### src/rtl/branch_predictor_if.sv
// Lookup and training bus between the fetch/execute stages and the branch predictor.
// The master side drives PCs and resolved outcomes; the predictor (slave) returns the prediction.
interface branch_predictor_if;
  logic [31:0] lookup_pc;
  logic        pred_taken;
  logic [31:0] pred_target;
  logic        btb_hit;
  logic        upd_valid;
  logic [31:0] upd_pc;
  logic        upd_taken;
  logic [31:0] upd_target;

  modport master (
    output lookup_pc, upd_valid, upd_pc, upd_taken, upd_target,
    input  pred_taken, pred_target, btb_hit
  );

  modport slave (
    input  lookup_pc, upd_valid, upd_pc, upd_taken, upd_target,
    output pred_taken, pred_target, btb_hit
  );
endinterface

### src/rtl/branch_predictor.sv
// Direct-mapped BTB with 2-bit saturating direction counters, combinational lookup, synchronous training.
// Define GSHARE_EN to move the counters into a separate PHT indexed by idx ^ global history.
module branch_predictor #(
  parameter int IDX_BITS = 6,
  parameter int TAG_BITS = 8
) (
  input logic               clk,
  input logic               rst,
  branch_predictor_if.slave bp
);
  localparam int ENTRIES = 1 << IDX_BITS;
  localparam int PC_TOP  = IDX_BITS + TAG_BITS + 1;

  typedef logic [IDX_BITS-1:0] idx_t;
  typedef logic [TAG_BITS-1:0] tag_t;

  idx_t lk_idx;
  idx_t up_idx;
  tag_t lk_tag;
  tag_t up_tag;
  logic lk_hit;
  logic up_hit;
  logic lk_dir;
  logic unused_pc_bits;

  logic [ENTRIES-1:0] valid_q, valid_d;
  tag_t               tag_q    [ENTRIES];
  tag_t               tag_d    [ENTRIES];
  logic [31:0]        target_q [ENTRIES];
  logic [31:0]        target_d [ENTRIES];

  function automatic logic [1:0] ctr_step(input logic [1:0] c, input logic taken);
    if (taken) return (c == 2'b11) ? c : c + 2'b01;
    return (c == 2'b00) ? c : c - 2'b01;
  endfunction

  assign lk_idx = bp.lookup_pc[IDX_BITS+1:2];
  assign lk_tag = bp.lookup_pc[PC_TOP:IDX_BITS+2];
  assign up_idx = bp.upd_pc[IDX_BITS+1:2];
  assign up_tag = bp.upd_pc[PC_TOP:IDX_BITS+2];

  assign unused_pc_bits = ^{bp.lookup_pc[31:PC_TOP+1], bp.lookup_pc[1:0],
                            bp.upd_pc[31:PC_TOP+1], bp.upd_pc[1:0]};

  // Gating with rst keeps the outputs at zero while reset is held, before the arrays clear.
  assign lk_hit = !rst && valid_q[lk_idx] && (tag_q[lk_idx] == lk_tag);
  assign up_hit = valid_q[up_idx] && (tag_q[up_idx] == up_tag);

  assign bp.btb_hit     = lk_hit;
  assign bp.pred_taken  = lk_hit && lk_dir;
  assign bp.pred_target = (lk_hit && lk_dir) ? target_q[lk_idx] : 32'h0;

  always_comb begin
    valid_d  = valid_q;
    tag_d    = tag_q;
    target_d = target_q;
    if (bp.upd_valid) begin
      if (up_hit) begin
        if (bp.upd_taken) target_d[up_idx] = bp.upd_target;
      end else if (bp.upd_taken) begin
        valid_d[up_idx]  = 1'b1;
        tag_d[up_idx]    = up_tag;
        target_d[up_idx] = bp.upd_target;
      end
    end
  end

  always_ff @(posedge clk) begin
    if (rst) valid_q <= '0;
    else     valid_q <= valid_d;
  end

  // Tags and targets are meaningless until valid is set, so they carry no reset.
  always_ff @(posedge clk) begin
    tag_q    <= tag_d;
    target_q <= target_d;
  end

`ifdef GSHARE_EN
  logic [1:0] pht_q [ENTRIES];
  logic [1:0] pht_d [ENTRIES];
  idx_t       ghr_q, ghr_d;

  // The PHT trains on every resolved branch using the history from before this shift.
  always_comb begin
    pht_d = pht_q;
    ghr_d = ghr_q;
    if (bp.upd_valid) begin
      pht_d[up_idx ^ ghr_q] = ctr_step(pht_q[up_idx ^ ghr_q], bp.upd_taken);
      ghr_d = {ghr_q[IDX_BITS-2:0], bp.upd_taken};
    end
  end

  assign lk_dir = pht_q[lk_idx ^ ghr_q][1];

  always_ff @(posedge clk) begin
    if (rst) begin
      ghr_q <= '0;
      for (int i = 0; i < ENTRIES; i++) pht_q[i] <= 2'b01;
    end else begin
      ghr_q <= ghr_d;
      pht_q <= pht_d;
    end
  end
`else
  logic [1:0] ctr_q [ENTRIES];
  logic [1:0] ctr_d [ENTRIES];

  // A fresh allocation starts weakly taken; a miss that was not taken leaves the entry alone.
  always_comb begin
    ctr_d = ctr_q;
    if (bp.upd_valid) begin
      if (up_hit)              ctr_d[up_idx] = ctr_step(ctr_q[up_idx], bp.upd_taken);
      else if (bp.upd_taken)   ctr_d[up_idx] = 2'b10;
    end
  end

  assign lk_dir = ctr_q[lk_idx][1];

  always_ff @(posedge clk) begin
    if (rst) begin
      for (int i = 0; i < ENTRIES; i++) ctr_q[i] <= 2'b01;
    end else begin
      ctr_q <= ctr_d;
    end
  end
`endif
endmodule

### src/flat_wrapper.sv
// flat-port wrapper written by rule: the top's interface ports become plain ports
module branch_predictor_flat 
#(
  parameter int IDX_BITS = 6,
  parameter int TAG_BITS = 8
)
  (clk, rst, bp_lookup_pc, bp_upd_valid, bp_upd_pc, bp_upd_taken, bp_upd_target, bp_pred_taken, bp_pred_target, bp_btb_hit);
  branch_predictor_if bp_i ();
  input logic clk;
  input logic rst;
  input wire logic [$bits(bp_i.lookup_pc)-1:0] bp_lookup_pc;
  input wire logic [$bits(bp_i.upd_valid)-1:0] bp_upd_valid;
  input wire logic [$bits(bp_i.upd_pc)-1:0] bp_upd_pc;
  input wire logic [$bits(bp_i.upd_taken)-1:0] bp_upd_taken;
  input wire logic [$bits(bp_i.upd_target)-1:0] bp_upd_target;
  output wire logic [$bits(bp_i.pred_taken)-1:0] bp_pred_taken;
  output wire logic [$bits(bp_i.pred_target)-1:0] bp_pred_target;
  output wire logic [$bits(bp_i.btb_hit)-1:0] bp_btb_hit;
  assign bp_i.lookup_pc = bp_lookup_pc;
  assign bp_i.upd_valid = bp_upd_valid;
  assign bp_i.upd_pc = bp_upd_pc;
  assign bp_i.upd_taken = bp_upd_taken;
  assign bp_i.upd_target = bp_upd_target;
  assign bp_pred_taken = bp_i.pred_taken;
  assign bp_pred_target = bp_i.pred_target;
  assign bp_btb_hit = bp_i.btb_hit;
  branch_predictor #(.IDX_BITS(IDX_BITS), .TAG_BITS(TAG_BITS)) u_core (.clk(clk), .rst(rst), .bp(bp_i));
endmodule
### config.mk
export PLATFORM = sky130hd
export DESIGN_NAME = branch_predictor_flat
export DESIGN_NICKNAME = d
export VERILOG_FILES = /design/src/rtl/branch_predictor_if.sv /design/src/rtl/branch_predictor.sv /design/src/flat_wrapper.sv
export SDC_FILE = /design/constraint.sdc
export NUM_CORES = 2
export LEC_CHECK = 0
export BUFFER_PORTS_ARGS = -buffer_cell sky130_fd_sc_hd__buf_2
export CAP_MARGIN = 20
export CORE_UTILIZATION = 40
export DETAILED_ROUTE_END_ITERATION = 16
export GPL_TIMING_DRIVEN = 1
export HOLD_SLACK_MARGIN = 0.02
export PLACE_DENSITY = 0.64
export SKIP_CTS_REPAIR_TIMING = 1
export SKIP_LAST_GASP = 1
export SLEW_MARGIN = 0
export SYNTH_ARGS = -nofsm -noshare
export SYNTH_HDL_FRONTEND = slang
export SYNTH_SLANG_ARGS = --single-unit
export TNS_END_PERCENT = 100
### constraint.sdc
create_clock -name clk -period 4.4 [get_ports clk]
set_input_delay 0 -clock clk [delete_from_list [all_inputs] [get_ports clk]]
set_output_delay 0 -clock clk [all_outputs]
set_load 0.02 [all_outputs]
; ---- After elaboration in Yosys (flattened, before gate mapping)
; Index checks and enable logic that the tools add are counted.
[word_totals]
output_inout_bits = 34
input_bits = 100
word_cells = 265
ff_bits = 2752
[classes]
add_sub_neg = 2
muxes = 42
reduce_logical = 12
n_eq_ne = 3
bitwise = 7
order_cmp = 6
[op_table]
columns = operator, count
row1 = 2048-bit bitwise mux, 1
row2 = 512-bit bitwise mux, 1
row3 = 128-bit 2-to-1 mux, 2
row4 = 32-bit binary-select mux with 6-bit select, 1
row5 = 32-bit demux with 6-bit select, 1
row6 = 128-bit bitwise mux, 1
row7 = 32-bit 2-to-1 mux, 4
row8 = 64-bit OR, 2
row9 = 8-bit binary-select mux with 6-bit select, 2
row10 = 64-bit AND, 1
row11 = 64-bit NOT, 1
row12 = 8-bit demux with 6-bit select, 1
row13 = 8-bit 2-to-1 mux, 5
row14 = 2-bit binary-select mux with 6-bit select, 2
row15 = 2-bit 2-to-1 mux, 11
row16 = 8-bit equality test, 2
row17 = 7-bit greater-or-equal comparator (second input constant), 2
row18 = 6-bit by 7-bit < comparator with 1-bit output (second input constant), 2
row19 = 6-bit NOT with 7-bit output, 2
row20 = 1-bit binary-select mux with 6-bit select, 2
row21 = 2-bit demux with 6-bit select, 1
row22 = 7-bit by 1-bit < comparator with 1-bit output (second input constant), 1
row23 = 1-bit demux with 6-bit select, 1
row24 = 6-bit by 1-bit greater-or-equal comparator with 1-bit output (second input constant), 1
row25 = other kinds (11), 22

; ---- Depth between registers and ports, before layout
[depth]
word_depth = 13
ltp_mapped = 17
depth_no_buf = 9

; ---- Worst setup path after synthesis
; Ideal clock, no wire load.
[synth_path]
path_type = input to register
start = input port bp_upd_pc[4]
end = register u_core.tag_q[216] in the netlist's numbering, enable pin
setup_time_ps = 328
slack_ps = 630
path_buffers = 6
path_stages = 10
required_ps = 4072
arrival_ps = 3442
cell_sequence = buf_2 buf_2 buf_4 buf_2 clkbuf_1 nand2_1 clkbuf_1 nor2_1 o21ai_0 inv_1
[synth_via]
elab_chain_len = 8
elab_cells_between_ends = 10
classes_between = eq/ne (1) / mux (5) / bitwise (2) / reduce/logical (2)
[synth_lines]
columns = element, line_no
row1 = from (decl), flat_wrapper.sv:13  ; input wire logic [$bits(bp_i.upd_pc)-1:0] bp_upd_pc;
row2 = 6-bit NOT with 7-bit output (implied by the code), branch_predictor.sv:47  ; assign up_hit = valid_q[up_idx] && (tag_q[up_idx] == up_tag);
row3 = 8-bit binary-select mux with 6-bit select, branch_predictor.sv:47
row4 = 8-bit 2-to-1 mux (implied by the code) (2 in series), branch_predictor.sv:47
row5 = 8-bit equality test, branch_predictor.sv:47
row6 = 1-bit logical AND (*), branch_predictor.sv:47
row7 = 1-bit NOT (no line) (*), --
row8 = 3-bit AND reduction (no line) (*), --
row9 = to (signal assigned), branch_predictor.sv:75  ; tag_q <= tag_d;
row10 = to (decl), branch_predictor.sv:27  ; tag_t tag_q [ENTRIES];
; Mark *: on every way between the ends. The rest lies on a longest branch, timed or not. The select of a mux whose other input is x is not followed.
; A chain may end at the register's enable or synchronous reset.

; ---- Final worst setup path
[layout_path]
start = register u_core.tag_q[483] in the netlist's numbering
end = output port bp_pred_target[22]
[layout_via]
elab_chain_len = 7
[layout_lines]
columns = element, line_no
row1 = 8-bit binary-select mux with 6-bit select, branch_predictor.sv:46  ; assign lk_hit = !rst && valid_q[lk_idx] && (tag_q[lk_idx] == lk_tag);
row2 = 8-bit 2-to-1 mux (implied by the code) (2 in series), branch_predictor.sv:46
row3 = 8-bit equality test, branch_predictor.sv:46
row4 = 1-bit logical AND, branch_predictor.sv:46
row5 = 1-bit logical AND, branch_predictor.sv:51  ; assign bp.pred_target = (lk_hit && lk_dir) ? target_q[lk_idx] : 32'h0;
row6 = 32-bit 2-to-1 mux, branch_predictor.sv:51
row7 = to (decl), flat_wrapper.sv:17  ; output wire logic [$bits(bp_i.pred_target)-1:0] bp_pred_target;
; No other way between the ends. The select of a mux whose other input is x is not followed.

==> flow_summary.yaml <==
run_status:
  status: "finished, violations left"
  violations: "negative setup slack"
synth:
  yosysTopAreaCell: "edfxtp_1"
  mappedNetlistArea_um2: 113000
  yosys_most_used_dff: "edfxtp_1"
  synth.area.mux_share: 0.195
  synthDistinctLibCells: 77
  ys_ff_latch: 2752
  synthSimpleGateAreaFrac: 0.0243
  synthesis.nets: 5672
  synthCells: 5572
  async_reset_ff_frac: 0
  seq_area_frac_synth: 0.714
  avgSynthCellArea_um2: 20.3
  synth_edf_count: 2560
  synth_warnings: 0
  synth.top_cell.area_share: 0.680
  synth_top_family_by_area: "multiplexers"
  synthXorXnorAreaFrac: 0.00101
  synth_compound_area_frac: 0.0450
  ys_top_cells_by_area: "edfxtp_1 (68%), mux4_2 (18%), dfxtp_1 (3.4%)"
  yosys.area_share.adder: 0.0000886
placed_design:
  gp_congestion: 0.943
  hpwlAfterDp_um: 200000
  io_buffers: 97
  place_inst: 9424
  place_ws_ps: -130
global_route:
  grt_pass1_wl_um: 478000
  grt_usage: 0.237
  grt_max_degree: 121
  grt_overflow: 0
  grt_pass1_vias: 62600
  antenna_found_initial: 19
finish:
  syn_to_final_growth_pct: 16.0
  nFillCells: 23100
  multiInputGateArea_um2: 30600
  regArea_um2: 80700
  finalNonFillerCells: 9989
  fin_nets: 6141
  final_layout_size_suffix_gt1_frac: 0.334
floorplan:
  start_util: 0.404
  die_y_um: 534
  rows: 194
  dieArea_um2: 285000
  die_w_um: 534
  core_region_area_um2: 280000
  ioPinCount: 134
timing:
  fin_crit_ps: 4490
  setup_violations: 7
  slew_viol_final: 0
  max_freq_mhz: 223
  holdWs_ps: 28.6
  period_share: 1.02
  finalHoldViolCount: 0
  relSlewSlack: 0.235
  finClkSkew_ps: 60.8
  worstMarginPinSlew_ps: 1140
  rsz0062_at_grt: "yes"
  postLayoutSetupSlackWorst_ps: -88.4
cts:
  cts_tree: "done"
  numCtsBuffers: 282
  path_clk_slew_ps: 60
  cts_max_level: 5
  clock_latency_ps: 870
  cts_root_buf: "clkbuf_16"
  numClockSinks: 2752
  clock_path_buffers: 4
worst_setup_path:
  crit_type: "reg2out"
  end_kind: "output pin"
  cp_slowest_cell: "mux4_2"
  crit_top_cell: "mux4_2"
  worstPathMaxFanout: 5
  arrival_ps: 4490
  cp_num_buf_inv: 3
  worstSetupStartpointType: "register"
  cp.required_ps: 4400
  cp_slowest_stage_delay_ps: 580
  cp_cell_sequence: "mux4_2 -> mux4_2 -> mux4_2 -> xnor2_1 -> nand2_2 -> nor4_4 -> buf_4 -> buf_12 -> nand2_2 -> a211oi_1 -> buf_2"
  path_delay_family: "multiplexers"
power_and_ir_drop:
  switchingPower_mw: 12.1
  pwr-share-comb: 0.062
  power_density_nw_per_um2: 422
  swShare: 0.219
  ir_drop_v: 0.000358
  p_leak_nw: 41.5
  p_seq_frac: 0.518
  p_int_mw: 43.3
  power_frac_clock: 0.420
routing:
  wirelength_um: 342000
  via_per_inst: 6.34
  drc: 0
  ant_nets: 0
  wl_per_cell_um: 34.2
  first_iter_violations: 8486
  vias: 63400
  firstDrtPassIters: 9
run:
  drv_cap: 0
hold_path:
  min_path_type: "in2reg"
placed cells by master, fill, tap and decap left out, types with 41 or more instances in the layout:
cell type,n
nor2_1,56
o31ai_1,43
edfxtp_1,2560
clkbuf_16,290
dlygate4sd3_1,46
a21oi_1,91
o41ai_1,41
mux2_2,62
nor3_1,47
a22oi_1,59
a221oi_1,82
nor2_4,50
mux4_2,914
clkbuf_1,58
inv_1,81
nand2_1,134
buf_2,86
mux2i_1,79
dfxtp_1,192
o22ai_1,47
clkinv_2,48
buf_4,364
o21ai_0,82
clkinv_1,53
buf_12,110
cells by family (layout without fill, tap and decap cells):
group | after synthesis | after routing
DFF | 2752 | 2752
and+or+nand+nor | 541 | 541
adders and majority gates | 1 | 1
muxes | 1057 | 1057
buffers and inverters | 531 | 1215
AOI/OAI and AO/OA | 677 | 677
other | 0 | 9
xor gates and xnor gates | 13 | 13
cells in the mapped netlist (22+ instances only):
master,count
o22ai_1,47
nand2_1,135
o31ai_1,43
o21ai_0,82
nor4_1,34
nor2_1,108
o211ai_1,24
a22oi_1,59
inv_1,96
nand3_1,40
buf_1,56
nor3_1,51
a221oi_1,82
edfxtp_1,2560
mux2_2,62
buf_2,105
mux2i_1,80
and3_1,35
mux4_2,914
a21oi_1,92
clkbuf_1,245
o211a_1,22
nor2b_1,36
o41ai_1,41
dfxtp_1,192
worst register-to-register path: cells and delay by family (launching register included):
family / cells / cell delay [ps]
buffers and inverters: 2 / 510
muxes: 1 / 280
and+or+nand+nor: 2 / 680
AOI/OAI and AO/OA: 5 / 1980
DFF: 1 / 400
layer usage:
metal	up-vias	track usage	wire, um
met5	-	0	58
met2	4025	0.366	158000
met4	8	0.109	17000
met1	33800	0.325	132000
met3	785	0.0463	35200
li1	24700	-	-
registers in the layout, indices dropped and copies added (netlist names):
register	count
u_core.target_q	2048
u_core.valid_q	64
u_core.ctr_q	128
u_core.tag_q	512
final cells by class:
| cell class | count | share of cell area |
|---|---|---|
| antenna | 9 | 0.000172 |
| clock buffer | 353 | 0.0574 |
| clock inverter | 146 | 0.00961 |
| inverter | 100 | 0.00288 |
| multi-input combinational | 2289 | 0.233 |
| sequential | 2752 | 0.616 |
| tap | 3724 | 0.0355 |
| timing repair buffer | 616 | 0.0455 |
power groups by stage:
stage / Sequential, mW / Clock (mW) / Combinational (mW)
CTS: 28.7 / 23.5 / 3.33
floorplan: 29.2 / 0 / 1.85
detailed placement: 29.3 / 0 / 3.32
global route: 28.7 / 24.5 / 3.54
finish: 28.7 / 23.3 / 3.41
global placement: 29.3 / 0 / 3.27
per-stage QoR:
step	util	setup TNS [ps]	total power, mW	area (um^2)
2_1_floorplan	-	0	31.1	113000
3_3_place_gp	0.434	-1360	32.5	122000
3_5_place_dp	0.434	-2680	32.6	122000
4_1_cts	0.465	-2850	55.6	130000
5_1_grt	0.468	-798	56.7	131000
6_report	0.468	-150	55.4	131000
worst paths after layout:
kind	startpoint	to	slack [ps]	cells past startpoint
min reg2reg	u_core.valid_q[20]$_SDFFE_PP0P_	u_core.valid_q[20]$_SDFFE_PP0P_	460	2
max	u_core.tag_q[483]$_DFFE_PP_	bp_pred_target[22]	-90	11
min	bp_upd_target[3]	u_core.target_q[2019]$_DFFE_PP_	30	2
max reg2reg	u_core.tag_q[281]$_DFFE_PP_	u_core.tag_q[23]$_DFFE_PP_	210	10
No activity file was read; power rests on OpenSTA's default activity.
